**config.mk**
```make
export PLATFORM = sky130hd
export DESIGN_NAME = alu_cmd_seq
export DESIGN_NICKNAME = d
export VERILOG_FILES = /design/src/rtl/alu_cmd_seq_pkg.sv /design/src/rtl/alu_cmd_seq_fifo.sv /design/src/rtl/alu_cmd_seq.sv
export SDC_FILE = /design/constraint.sdc
export NUM_CORES = 1
export LEC_CHECK = 0
export ABC_AREA = 1
export ABC_CLOCK_PERIOD_IN_PS = 5200
export CAP_MARGIN = 25
export CORE_MARGIN = 2
export CORE_UTILIZATION = 56
export CTS_BUF_LIST = sky130_fd_sc_hd__clkbuf_8
export CTS_CLUSTER_DIAMETER = 30
export CTS_CLUSTER_SIZE = 25
export DETAILED_ROUTE_END_ITERATION = 6
export PLACE_DENSITY = 0.81
export SLEW_MARGIN = 20
export SYNTH_ARGS = -nofsm -noshare
export SYNTH_HDL_FRONTEND = slang
export SYNTH_SLANG_ARGS = --single-unit
export TNS_END_PERCENT = 100
```
**constraint.sdc**
```tcl
create_clock -name clk -period 5.2 [get_ports clk]
set_clock_uncertainty 0.15 [all_clocks]
set_input_delay 1.04 -clock clk [delete_from_list [all_inputs] [get_ports clk]]
set_output_delay 1.04 -clock clk [all_outputs]
set_load 0.01 [all_outputs]
```
**src/rtl/alu_cmd_seq_pkg.sv**
```systemverilog
// Shared types and constants for the ALU command sequencer.
package alu_cmd_seq_pkg;

    localparam int unsigned DW = 8;

    // ALU select encodings
    typedef enum logic [2:0] {
        OP_CLR   = 3'd0,
        OP_BSUBA = 3'd1,
        OP_ASUBB = 3'd2,
        OP_ADD   = 3'd3,
        OP_XOR   = 3'd4,
        OP_OR    = 3'd5,
        OP_AND   = 3'd6,
        OP_SET   = 3'd7
    } alu_op_t;

    // Sequencer FSM states
    typedef enum logic [1:0] {
        IDLE = 2'd0,
        EXEC = 2'd1,
        HOLD = 2'd2
    } state_t;

    // One queued command: {acc_sel, op, a, b} = 20 bits
    typedef struct packed {
        logic          acc_sel;
        logic [2:0]    op;
        logic [DW-1:0] a;
        logic [DW-1:0] b;
    } cmd_t;

    localparam int unsigned CMD_W = $bits(cmd_t);

    // Operand a for the ALU: accumulator or the command's own operand
    function automatic logic [DW-1:0] pick_a(input cmd_t c, input logic [DW-1:0] acc);
        return c.acc_sel ? acc : c.a;
    endfunction

endpackage

```
**src/rtl/alu_cmd_seq_fifo.sv**
```systemverilog
// Synchronous command FIFO with occupancy count; full/empty derived from the count.
module alu_cmd_fifo
    import alu_cmd_seq_pkg::*;
#(
    parameter int unsigned DEPTH = 4,
    parameter int unsigned AW    = 2,
    parameter int unsigned W     = CMD_W
) (
    input  logic         clk,
    input  logic         rst_n,
    input  logic         push,
    input  logic         pop,
    input  logic [W-1:0] wdata,
    output logic [W-1:0] rdata,
    output logic         full,
    output logic         empty
);

    logic [W-1:0]  mem [DEPTH];
    logic [AW-1:0] wr_ptr;
    logic [AW-1:0] rd_ptr;
    logic [AW:0]   count;
    logic          do_push;
    logic          do_pop;

    // Full is taken from the registered count, so a same-cycle pop never lets a push through when full
    assign full    = (count == (AW+1)'(DEPTH));
    assign empty   = (count == '0);
    assign do_push = push && !full;
    assign do_pop  = pop && !empty;
    assign rdata   = mem[rd_ptr];

    // Storage write; contents need no reset since count gates every read
    always_ff @(posedge clk) begin
        if (do_push) begin
            mem[wr_ptr] <= wdata;
        end
    end

    // Pointers wrap modulo DEPTH (power of two); count tracks occupancy 0..DEPTH
    always_ff @(posedge clk or negedge rst_n) begin
        if (!rst_n) begin
            wr_ptr <= '0;
            rd_ptr <= '0;
            count  <= '0;
        end else begin
            if (do_push) begin
                wr_ptr <= wr_ptr + 1'b1;
            end
            if (do_pop) begin
                rd_ptr <= rd_ptr + 1'b1;
            end
            case ({do_push, do_pop})
                2'b10:   count <= count + 1'b1;
                2'b01:   count <= count - 1'b1;
                default: count <= count;
            endcase
        end
    end

endmodule

```
**src/rtl/alu_cmd_seq.sv**
```systemverilog
// Command sequencer: queues ALU commands, issues one at a time, captures result and flags.
module alu_cmd_seq
    import alu_cmd_seq_pkg::*;
#(
    parameter int unsigned DEPTH = 4,
    parameter int unsigned AW    = 2
) (
    input  logic          clk,
    input  logic          rst_n,
    input  logic          cmd_valid,
    output logic          cmd_ready,
    input  logic [2:0]    cmd_op,
    input  logic [DW-1:0] cmd_a,
    input  logic [DW-1:0] cmd_b,
    input  logic          cmd_acc,
    output logic [DW-1:0] alu_a,
    output logic [DW-1:0] alu_b,
    output logic [2:0]    alu_s,
    input  logic [DW-1:0] alu_z,
    output logic          res_valid,
    input  logic          res_ready,
    output logic [DW-1:0] res_data,
    output logic          res_zero,
    output logic          res_neg,
    output logic [DW-1:0] acc
);

    state_t state;
    state_t next_state;

    cmd_t   wr_cmd;
    cmd_t   head;
    logic   fifo_full;
    logic   fifo_empty;
    logic   pop;
    logic   load;
    logic   capture;
    logic   release_res;

    assign wr_cmd    = '{acc_sel: cmd_acc, op: cmd_op, a: cmd_a, b: cmd_b};
    assign cmd_ready = !fifo_full;

    alu_cmd_fifo #(
        .DEPTH (DEPTH),
        .AW    (AW),
        .W     (CMD_W)
    ) u_fifo (
        .clk   (clk),
        .rst_n (rst_n),
        .push  (cmd_valid),
        .pop   (pop),
        .wdata (wr_cmd),
        .rdata (head),
        .full  (fifo_full),
        .empty (fifo_empty)
    );

    // State register
    always_ff @(posedge clk or negedge rst_n) begin
        if (!rst_n) begin
            state <= IDLE;
        end else begin
            state <= next_state;
        end
    end

    // Next-state and datapath controls
    always_comb begin
        next_state  = state;
        pop         = 1'b0;
        load        = 1'b0;
        capture     = 1'b0;
        release_res = 1'b0;
        case (state)
            IDLE: begin
                if (!fifo_empty) begin
                    pop        = 1'b1;
                    load       = 1'b1;
                    next_state = EXEC;
                end
            end
            EXEC: begin
                capture    = 1'b1;
                next_state = HOLD;
            end
            HOLD: begin
                if (res_ready) begin
                    release_res = 1'b1;
                    if (!fifo_empty) begin
                        pop        = 1'b1;
                        load       = 1'b1;
                        next_state = EXEC;
                    end else begin
                        next_state = IDLE;
                    end
                end
            end
            default: begin
                next_state = IDLE;
            end
        endcase
    end

    // ALU operand/select registers; hold their last values outside a load
    always_ff @(posedge clk or negedge rst_n) begin
        if (!rst_n) begin
            alu_a <= '0;
            alu_b <= '0;
            alu_s <= '0;
        end else if (load) begin
            alu_a <= pick_a(head, acc);
            alu_b <= head.b;
            alu_s <= head.op;
        end
    end

    // Result register, flags and accumulator; valid drops on downstream acceptance
    always_ff @(posedge clk or negedge rst_n) begin
        if (!rst_n) begin
            res_data  <= '0;
            res_zero  <= 1'b0;
            res_neg   <= 1'b0;
            res_valid <= 1'b0;
            acc       <= '0;
        end else if (capture) begin
            res_data  <= alu_z;
            acc       <= alu_z;
            res_zero  <= (alu_z == '0);
            res_neg   <= alu_z[DW-1];
            res_valid <= 1'b1;
        end else if (release_res) begin
            res_valid <= 1'b0;
        end
    end

endmodule

```
; Word-level counts from Yosys, hierarchy flattened
; Memories as Yosys holds them, arrays and structs flattened.
; Cells that the tools add are included.
[op_classes]
n_addsub = 4
eq_ne = 7
mux = 16
reduce_logical = 10
[ops]
columns = operator, count
row1 = 1-bit 2-to-1 mux, 10
row2 = 8-bit zero test, 1
row3 = 8-bit 2-to-1 mux, 1
row4 = 2-bit case mux with 3 select lines, 1
row5 = 3-bit case mux with 2 select lines, 1
row6 = "2-bit by 1-bit adder with 2-bit output, second input constant", 2
row7 = "2-bit by 1-bit equality test with 1-bit output, second input constant", 2
row8 = "2-bit equality test, second input constant", 2
row9 = 2-bit 2-to-1 mux, 2
row10 = "2-bit != test, second input constant", 2
row11 = 2-bit nonzero test, 2
row12 = "3-bit by 1-bit adder with 3-bit output, second input constant", 1
row13 = "3-bit equality test, second input constant", 1
row14 = 3-bit zero test, 1
row15 = "3-bit by 1-bit subtractor with 3-bit output, second input constant", 1
row16 = 1-bit logical AND, 2
row17 = 1-bit zero test, 2
row18 = 2-bit zero test, 1
row19 = 1-bit case mux with 2 select lines, 1
row20 = 2-bit AND reduction, 1
[totals]
register_bits = 39
ram_bits = 80
inputBits = 32
output_inout_bits = 39
mem_count = 1
[memory_table]
columns = name, depth, word_bits, read_ports, rd_clocked_by_memory_dff, wr, line_no
row1 = u_fifo.mem, 4, 20, 1, 0, 1, alu_cmd_seq_fifo.sv:19  ; logic [W-1:0] mem [DEPTH];

; Logic depth before layout (Yosys ltp)
; Gate-level depths: netlist of run 1.
[depth]
word_depth = 7
ltp_mapped = 11
depth_no_buf = 10

; Modules after synthesis
; Synthesis of run 1 repeated with hierarchy kept, for this count alone.
[unflattened]
cells_unflattened = 468
area_unflattened_um2 = 5053.6
[by_module_without_submodules]
columns = module, n_inst, cells_per_inst, area_each_um2
row1 = alu_cmd_fifo, 1, 294, 3649.8
row2 = alu_cmd_seq, 1, 174, 1403.8

; Worst setup path before layout of run 1
; OpenSTA, ideal clock, no wires.
[synth_timing]
path_kind = input to register
start = input res_ready
end = register u_fifo.count[2]
setup_time_ns = 0.131
arrival_time_ns = 2.357
required_time_ns = 4.919
path_slack_ns = 2.562
cell_stages = 11
path_buffers = 1
cell_sequence = nor2_1 nand2_2 nand3_4 inv_2 buf_4 ha_1 inv_1 fa_1 a21oi_1 o21ai_0 xor2_1
[synth_via]
elab_chain_len = 5
elab_cells_between_ends = 7
classes_between = eq/ne: 2 / mux: 3 / reduce/logical: 2
[synth_rtl]
columns = item, line_no
row1 = "start, declared", alu_cmd_seq.sv:21  ; input logic res_ready,
row2 = 1-bit 2-to-1 mux (*), alu_cmd_seq.sv:87  ; if (res_ready) begin
row3 = 1-bit case mux with 2 select lines (*), alu_cmd_seq.sv:74  ; case (state)
row4 = 1-bit logical AND (*), alu_cmd_seq_fifo.sv:30  ; assign do_pop = pop && !empty;
row5 = via u_fifo.do_pop, alu_cmd_seq_fifo.sv:24  ; logic do_pop;
row6 = 2-bit by 1-bit equality test with 1-bit output or 2-bit equality test (tied branches), alu_cmd_seq_fifo.sv:53  ; case ({do_push, do_pop})
row7 = 3-bit case mux with 2 select lines or 2-bit nonzero test (tied branches), -
row8 = "end signal, assigned", alu_cmd_seq_fifo.sv:54  ; 2'b10: count <= count + 1'b1;
row9 = "end signal, assigned", alu_cmd_seq_fifo.sv:55  ; 2'b01: count <= count - 1'b1;
row10 = "end signal, assigned", alu_cmd_seq_fifo.sv:56  ; default: count <= count;
row11 = "end, declared", alu_cmd_seq_fifo.sv:22  ; logic [AW:0] count;
; Mark *: on every way through the listed nets, which the timed path passes. The rest lies on a longest branch.
; A chain may end at the register's enable or synchronous reset.

; Worst setup path after layout of run 1
[layout_timing]
start = input res_ready
end = register u_fifo.count[2]
[layout_via]
elab_chain_len = 5
elab_cells_between_ends = 7
classes_between = eq/ne: 2 / mux: 3 / reduce/logical: 2
[layout_rtl]
columns = item, line_no
row1 = 1-bit 2-to-1 mux (*), alu_cmd_seq.sv:87
row2 = 1-bit case mux with 2 select lines (*), alu_cmd_seq.sv:74
row3 = 1-bit logical AND (*), alu_cmd_seq_fifo.sv:30
row4 = 2-bit by 1-bit equality test with 1-bit output or 2-bit equality test (tied branches), alu_cmd_seq_fifo.sv:53
row5 = 3-bit case mux with 2 select lines or 2-bit nonzero test (tied branches), -
; Every way passes the cells marked *; elsewhere a longest branch is shown, timed or not.

==> results of run 1 <==
[logic make-up (layout without fill, tap and decap cells)]
family	after synthesis	count (layout)
XOR/XNOR	3	3
flip-flops	118	118
adder cells (fa/ha/maj)	6	6
AND/OR/NAND/NOR	200	200
AO/OA/AOI/OAI	48	48
buffers and inverters	60	140
[cells in the final DEF, fill, tap and decap left out, types with 3 or more instances in the layout]
| cell type | n |
|---|---|
| a21oi_1 | 3 |
| buf_4 | 5 |
| nand2_2 | 5 |
| nand2_1 | 111 |
| inv_1 | 33 |
| nor2_1 | 43 |
| o21ai_0 | 27 |
| clkbuf_8 | 19 |
| dfrtp_1 | 38 |
| nand3_4 | 3 |
| edfxtp_1 | 80 |
| o21ai_1 | 18 |
| clkdlybuf4s50_1 | 69 |
| clkinv_2 | 5 |
| ha_1 | 5 |
| nand3_1 | 34 |
| bufinv_16 | 3 |
[state kept, by name, indices dropped and copies added, names as in the netlist]
| name | cells |
|---|---|
| u_fifo.mem | 80 |
| alu_a | 8 |
| alu_b | 8 |
| acc | 7 |
| alu_s | 3 |
| u_fifo.count | 3 |
| state | 2 |
| u_fifo.rd_ptr | 2 |
| u_fifo.wr_ptr | 2 |
| res_neg | 1 |
| res_valid | 1 |
| res_zero | 1 |
[worst max-delay path by stage]
stage,startpoint,to,slack (ns),depth (start not counted)
2_1_floorplan,res_ready,u_fifo.count[2]$_DFFE_PN0P_,2.56,11
3_3_place_gp,res_ready,u_fifo.count[2]$_DFFE_PN0P_,1.67,11
3_5_place_dp,res_ready,u_fifo.count[2]$_DFFE_PN0P_,1.50,11
4_1_cts,res_ready,u_fifo.count[2]$_DFFE_PN0P_,1.90,11
5_1_grt,res_ready,u_fifo.count[2]$_DFFE_PN0P_,1.75,11
6_report,res_ready,u_fifo.count[2]$_DFFE_PN0P_,1.89,11
[metal layers]
metal / GRT usage (%) / share of wire [%]
met1: 26.4 / 42
met2: 35.0 / 51
met3: 6.51 / 5.8
met4: 8.55 / 2.0
met5: 0 / 0
[final cells by class]
| class | instances | area [um2] |
|---|---|---|
| clock buffer | 19 | 262 |
| clock inverter | 13 | 143 |
| fill | 611 | 2670 |
| inverter | 33 | 129 |
| multi-input combinational | 257 | 1210 |
| sequential | 118 | 3350 |
| tap | 108 | 135 |
| timing repair buffer | 75 | 733 |
[worst max-delay path, stage by stage]
cell and delay (ns):
clkdlybuf4s50_1 0.50, nor2_1 0.06, nand2_2 0.08, nand3_4 0.24, inv_2 0.37, ha_1 0.21
inv_1 0.07, fa_1 0.40, a21oi_1 0.18, o21ai_0 0.13, xor2_1 0.17
[stage by stage]
| step | worst slack (ns) | total power (W) | hold WS (ns) |
|---|---|---|---|
| 4_1_cts | 1.90 | 0.00375 | 0.338 |
| 2_1_floorplan | 2.56 | 0.00245 | 0.296 |
| 3_5_place_dp | 1.50 | 0.00291 | 0.319 |
| 3_3_place_gp | 1.67 | 0.00283 | 0.311 |
| 6_report | 1.89 | 0.00373 | 0.337 |
| 5_1_grt | 1.75 | 0.00398 | 0.365 |
[power breakdown]
part / switching (W) / leakage, nW / total, W / internal [W]
registers: 0.000149 / 1.19 / 0.00145 / 0.00130
logic: 0.000874 / 1.05 / 0.00145 / 0.000578
clock network: 0.000343 / 0.219 / 0.000833 / 0.000490
==> summary.md, run 1 <==
| Metric | Value |
|---|---|
| Final setup violation count | 0 |
| CTS tree | yes |
| Final Max Slew Viols | 0 |
| Die H | 97.7 um |
| Worst Hold Path EP | alu_a[3]$_DFFE_PN0N_ |
| Worst Setup End Kind | register |
| Reg-to-Reg End | u_fifo.count[2]$_DFFE_PN0P_ |
| Post-Synth XOR/XNOR Area | 0.534% |
| Max-Cap Viols | 0 |
| Post-synth top flop | edfxtp_1 |
| Mux cell area share after synthesis | 0% |
| Clock-pin slew on the worst setup and hold paths | 0.07 ns |
| Slew HR | 44.7% |
| Synth top area share | 48.8% |
| Slew @ Worst Pin | 0.830 ns |
| WP data arrival | 3.47 ns |
| Critical Path RT | 5.36 ns |
| Tmin final | 3.31 ns |
| Total Wirelength | 9470 um |
| DP Cell Count | 591 |
| Number of synthesis warnings | 0 |
| Nets | 540 |
| Post-synthesis register bit count | 118 |
| Synth Area in Compound Gates | 4.88% |
| Reg2Reg Launch Point | u_fifo.count[0]$_DFFE_PN0P_ |
| Vias in the first global route | 3273 |
| Post-synth ARST share | 32.2% |
| Port-buffer cells | 70 |
| 1st-pass router iterations | 5 |
| TritonCTS buffer count | 17 |
| First-pass GRT wire length | 15600 um |
| Worst Hold Class | reg2reg |
| Core Area | 8640 um2 |
| Final GP Congestion | 0.769 |
| Wirelength per Cell | 15.2 um |
| Synthesized area | 4920 um2 |
| Antenna viol nets, final | 0 |
| Post-Syn Instances | 435 |
| # IOs | 71 |
| Crit path max fanout | 23 |
| Core Util, Final | 69.1% |
| Share of cells above drive strength 1 | 9.32% |
| Fin crit share | 63.6% |
| Synth top area cells | edfxtp_1 49%, dfrtp_1 19%, nand2_1 8.5%, nand3_1 3.5%, nor2_1 3.3% |
| Fin. Hold Viols | 0 |
| Leak | 2.46 nW |
| Number of H-tree levels | 4 |
| Post-DP HPWL | 5990 um |
| RSZ-0062 raised after global routing | no |
| Syn-to-layout area delta | 21.3% |
| Initial Util | 57.0% |
| Worst R2R Path Depth | 10 |
| Rows | 34 |
| FF-to-FF setup slack | 2.59 ns |
| Post-synth EDFFs | 80 |
| Die ar. | 9550 um2 |
| GRT Total Usage | 21.2% |
| Later-pin clock latency in the skew report | 0.43 ns |
| Pwr dens | 625 nW/um2 |
| # DRC | 0 |
| Drt initial violations | 228 |
| Post-CTS Resized | 0 |
| Fin cells | 623 |
| Hold path cells | 2 |
| Avg Vias per Cell | 5.29 |
| HP Start | alu_a[3]$_DFFE_PN0N_ |
| Final setup TNS | 0 ns |
| VDD IR max | 0.273 mV |
| Hold Buf Count CTS | 0 |
| Synth Area in Simple Gates | 17.6% |
| Top cell type by total area after synthesis | edfxtp_1 |
| Clock Sink Count | 118 |
| Synth cell count leaders | 111 x nand2_1, 80 x edfxtp_1, 43 x nor2_1 |
| Area post-placement | 5570 um2 |
| Critical path class | in2reg |
| Fmax | 302 MHz |
| Adder-Cell Fraction of Synth Area | 1.68% |
| Finished Cell Area | 5970 um2 |
| Syn nets | 473 |
| Unique masters post-synth | 24 |
| # diodes | 0 |
| Vias | 3298 |
| Most frequent cell after synthesis | nand2_1 |
| Startpoint Class | input pin |
| Clock buffer depth | 2 |
| Setup bufs post-CTS | 0 |
| Sequential share of the synthesized area | 68.2% |
| Initial antenna violation count | 0 |
| Die Span X | 97.7 um |
| Status | finished clean |
| Synthesized area per cell | 11.3 um2 |
| Main combinational cell family by area after synthesis | simple AND/OR/NAND/NOR gates |
| Largest net degree at the start of global routing | 43 |
| Remaining global-route overflow | 0 |
| Clock root cell | clkbuf_8 |
No activity file was read; power rests on OpenSTA's default activity.
==> run 2, diff against run 1 <==
--- a/config.mk
+++ b/config.mk
@@ -6,7 +6,7 @@
 export NUM_CORES = 1
 export LEC_CHECK = 0
 export ABC_AREA = 1
-export ABC_CLOCK_PERIOD_IN_PS = 5200
+export ABC_CLOCK_PERIOD_IN_PS = 3100
 export CAP_MARGIN = 25
 export CORE_MARGIN = 2
 export CORE_UTILIZATION = 56
==> constraint.sdc (replaced) <==
create_clock -name clk -period 3.1 [get_ports clk]
set_clock_uncertainty 0.15 [all_clocks]
set_input_delay 0.62 -clock clk [delete_from_list [all_inputs] [get_ports clk]]
set_output_delay 0.62 -clock clk [all_outputs]
set_load 0.01 [all_outputs]
==> run 2 against run 1 <==
Against the previous run: global-route usage up 1.3 points; cell area increased by 1.0%; worst setup slack worse by 1.2 ns; hold slack got worse by 0.19 ns; first-iteration DRC count up 14%; clock-buffer cell count decreased by 2; highest routed layer unchanged; cell count is 0.32% higher; largest power group is now combinational logic.
==> summary.md, run 2 (synthesis gave the netlist of run 1 again) <==
| Metric | Value |
|---|---|
| Status | finished clean |
| Core Util, Final | 69.8% |
| Worst Setup End Kind | output port |
| GRT Total Usage | 22.4% |
| TritonCTS buffer count | 17 |
| Critical Path RT | 2.33 ns |
| Combinational fraction of design power | 38.3% |
| Die H | 97.7 um |
| Final setup violation count | 0 |
| Core Area | 8640 um2 |
| Clk pwr share | 24.1% |
| Largest net degree at the start of global routing | 43 |
| Total power | 0.00646 W |
| # DRC | 0 |
| Number of H-tree levels | 4 |
| Max-Cap Viols | 0 |
| Share of power burned in registers | 37.6% |
| Commonest non-fill, non-tap cell in the layout | nand2_1 |
| CTS tree | yes |
| Post-CTS Resized | 0 |
| Clock-pin slew on the worst setup and hold paths | 0.07 ns |
| Final Max Slew Viols | 0 |
| Setup bufs post-CTS | 0 |
| Initial antenna violation count | 0 |
| Setup slack after layout | 0.742 ns |
| Reg area | 3350 um2 |
| Dpl ws | 0.481 ns |
| Clock Sink Count | 118 |
| Switching share of power | 36.2% |
| Wirelength per Cell | 15.9 um |
| Pwr dens | 1070 nW/um2 |
| Area post-placement | 5590 um2 |
| Final GP Congestion | 0.741 |
| Vias in the first global route | 3359 |
| Tmin final | 2.36 ns |
| Port-buffer cells | 70 |
| Number of flip-flops in the largest register | 80 |
| Die ar. | 9550 um2 |
| WP data arrival | 1.59 ns |
| Internal Power | 0.00412 W |
| Total Wirelength | 9950 um |
| Clock root cell | clkbuf_8 |
| Antenna viol nets, final | 0 |
| Final setup TNS | 0 ns |
| Worst Hold Class | in2async |
| Drt initial violations | 261 |
| Rows | 34 |
| VDD IR max | 0.382 mV |
| Critical path class | reg2out |
| Switching power | 0.00234 W |
| RSZ-0062 raised after global routing | no |
| Fin crit share | 76.1% |
| Vias | 3330 |
| Hold Buf Count CTS | 0 |
| Most flop-heavy register | u_fifo.mem |
| Largest regs | u_fifo.mem (80), alu_a (8), alu_b (8) |
| Most frequent cells in the layout | 111 x nand2_1, 80 x edfxtp_1, 69 x clkdlybuf4s50_1 |
| Avg Vias per Cell | 5.33 |
| Slew @ Worst Pin | 0.839 ns |
| # IOs | 71 |
| Finished Cell Area | 6030 um2 |
| Remaining global-route overflow | 0 |
| 1st-pass router iterations | 5 |
| Slew HR | 44.0% |
| Post-DP HPWL | 6060 um |
| Syn-to-layout area delta | 22.6% |
| Initial Util | 57.0% |
| First-pass GRT wire length | 16500 um |
| # diodes | 0 |
| Startpoint Class | register |
| Later-pin clock latency in the skew report | 0.43 ns |
| Clock buffer depth | 2 |
| Total area of multi-input combinational cells | 1210 um2 |
| Fillers | 592 |
| Fmax | 424 MHz |
| Die Span X | 97.7 um |
| Nets | 543 |
| Share of cells above drive strength 1 | 9.86% |
| Fin. Hold Viols | 0 |
| Crit path max fanout | 3 |
| Leak | 2.47 nW |
==> run 2: area by class of cell <==
cell class / instances / area share (%)
well taps: 108 / 2.24
repair buffers: 78 / 12.5
clock buffers: 17 / 3.88
flip-flops and latches: 118 / 55.6
multi-input cells: 257 / 20.1
clock inverters: 14 / 3.44
inverters: 33 / 2.14
==> run 2: stage by stage <==
stage | hold slack [ns] | cells
2_1_floorplan | 0.174 | 435
3_3_place_gp | 0.312 | 594
3_5_place_dp | 0.313 | 594
4_1_cts | 0.165 | 625
5_1_grt | 0.199 | 625
6_report | 0.142 | 625
==> run 2: worst paths after layout <==
path | startpoint | to | slack [ns] | depth (start not counted)
worst max-delay path | u_fifo.count[0]$_DFFE_PN0P_ | cmd_ready | 0.74 | 3
worst min-delay path | rst_n | res_neg$_DFFE_PN0P_ | 0.14 | 1
worst max register to register | u_fifo.count[0]$_DFFE_PN0P_ | u_fifo.count[2]$_DFFE_PN0P_ | 1.01 | 9
worst min register to register | u_fifo.count[0]$_DFFE_PN0P_ | u_fifo.count[0]$_DFFE_PN0P_ | 0.32 | 1
max in group asynchronous | rst_n | alu_b[7]$_DFFE_PN0N_ | 2.12 | 1
min in group clk | u_fifo.count[0]$_DFFE_PN0P_ | u_fifo.count[0]$_DFFE_PN0P_ | 0.32 | 1
==> run 2: routing by layer <==
layer | vias to the layer above | wire length [um] | part of all wire [%] | GRT usage [%]
met5 | - | 0 | 0 | 0
met4 | 0 | 131 | 1.3 | 8.23
met3 | 13 | 641 | 6.4 | 5.94
met2 | 137 | 4960 | 50 | 36.8
met1 | 1599 | 4220 | 42 | 29.3
li1 | 1581 | - | - | -
==> run 2: critical path: stages, from the launching register on <==
cell and delay (ns):
dfrtp_1 0.39, inv_1 0.13, nand3_1 0.14, clkdlybuf4s50_1 0.50
==> run 2: power by group through the flow <==
stage | clock [W] | sequential [W] | combinational [W]
2_1_floorplan | 0 | 0.00247 | 0.00165
3_3_place_gp | 0 | 0.00243 | 0.00236
3_5_place_dp | 0 | 0.00246 | 0.00245
4_1_cts | 0.00157 | 0.00243 | 0.00249
5_1_grt | 0.00165 | 0.00249 | 0.00277
6_report | 0.00156 | 0.00243 | 0.00247
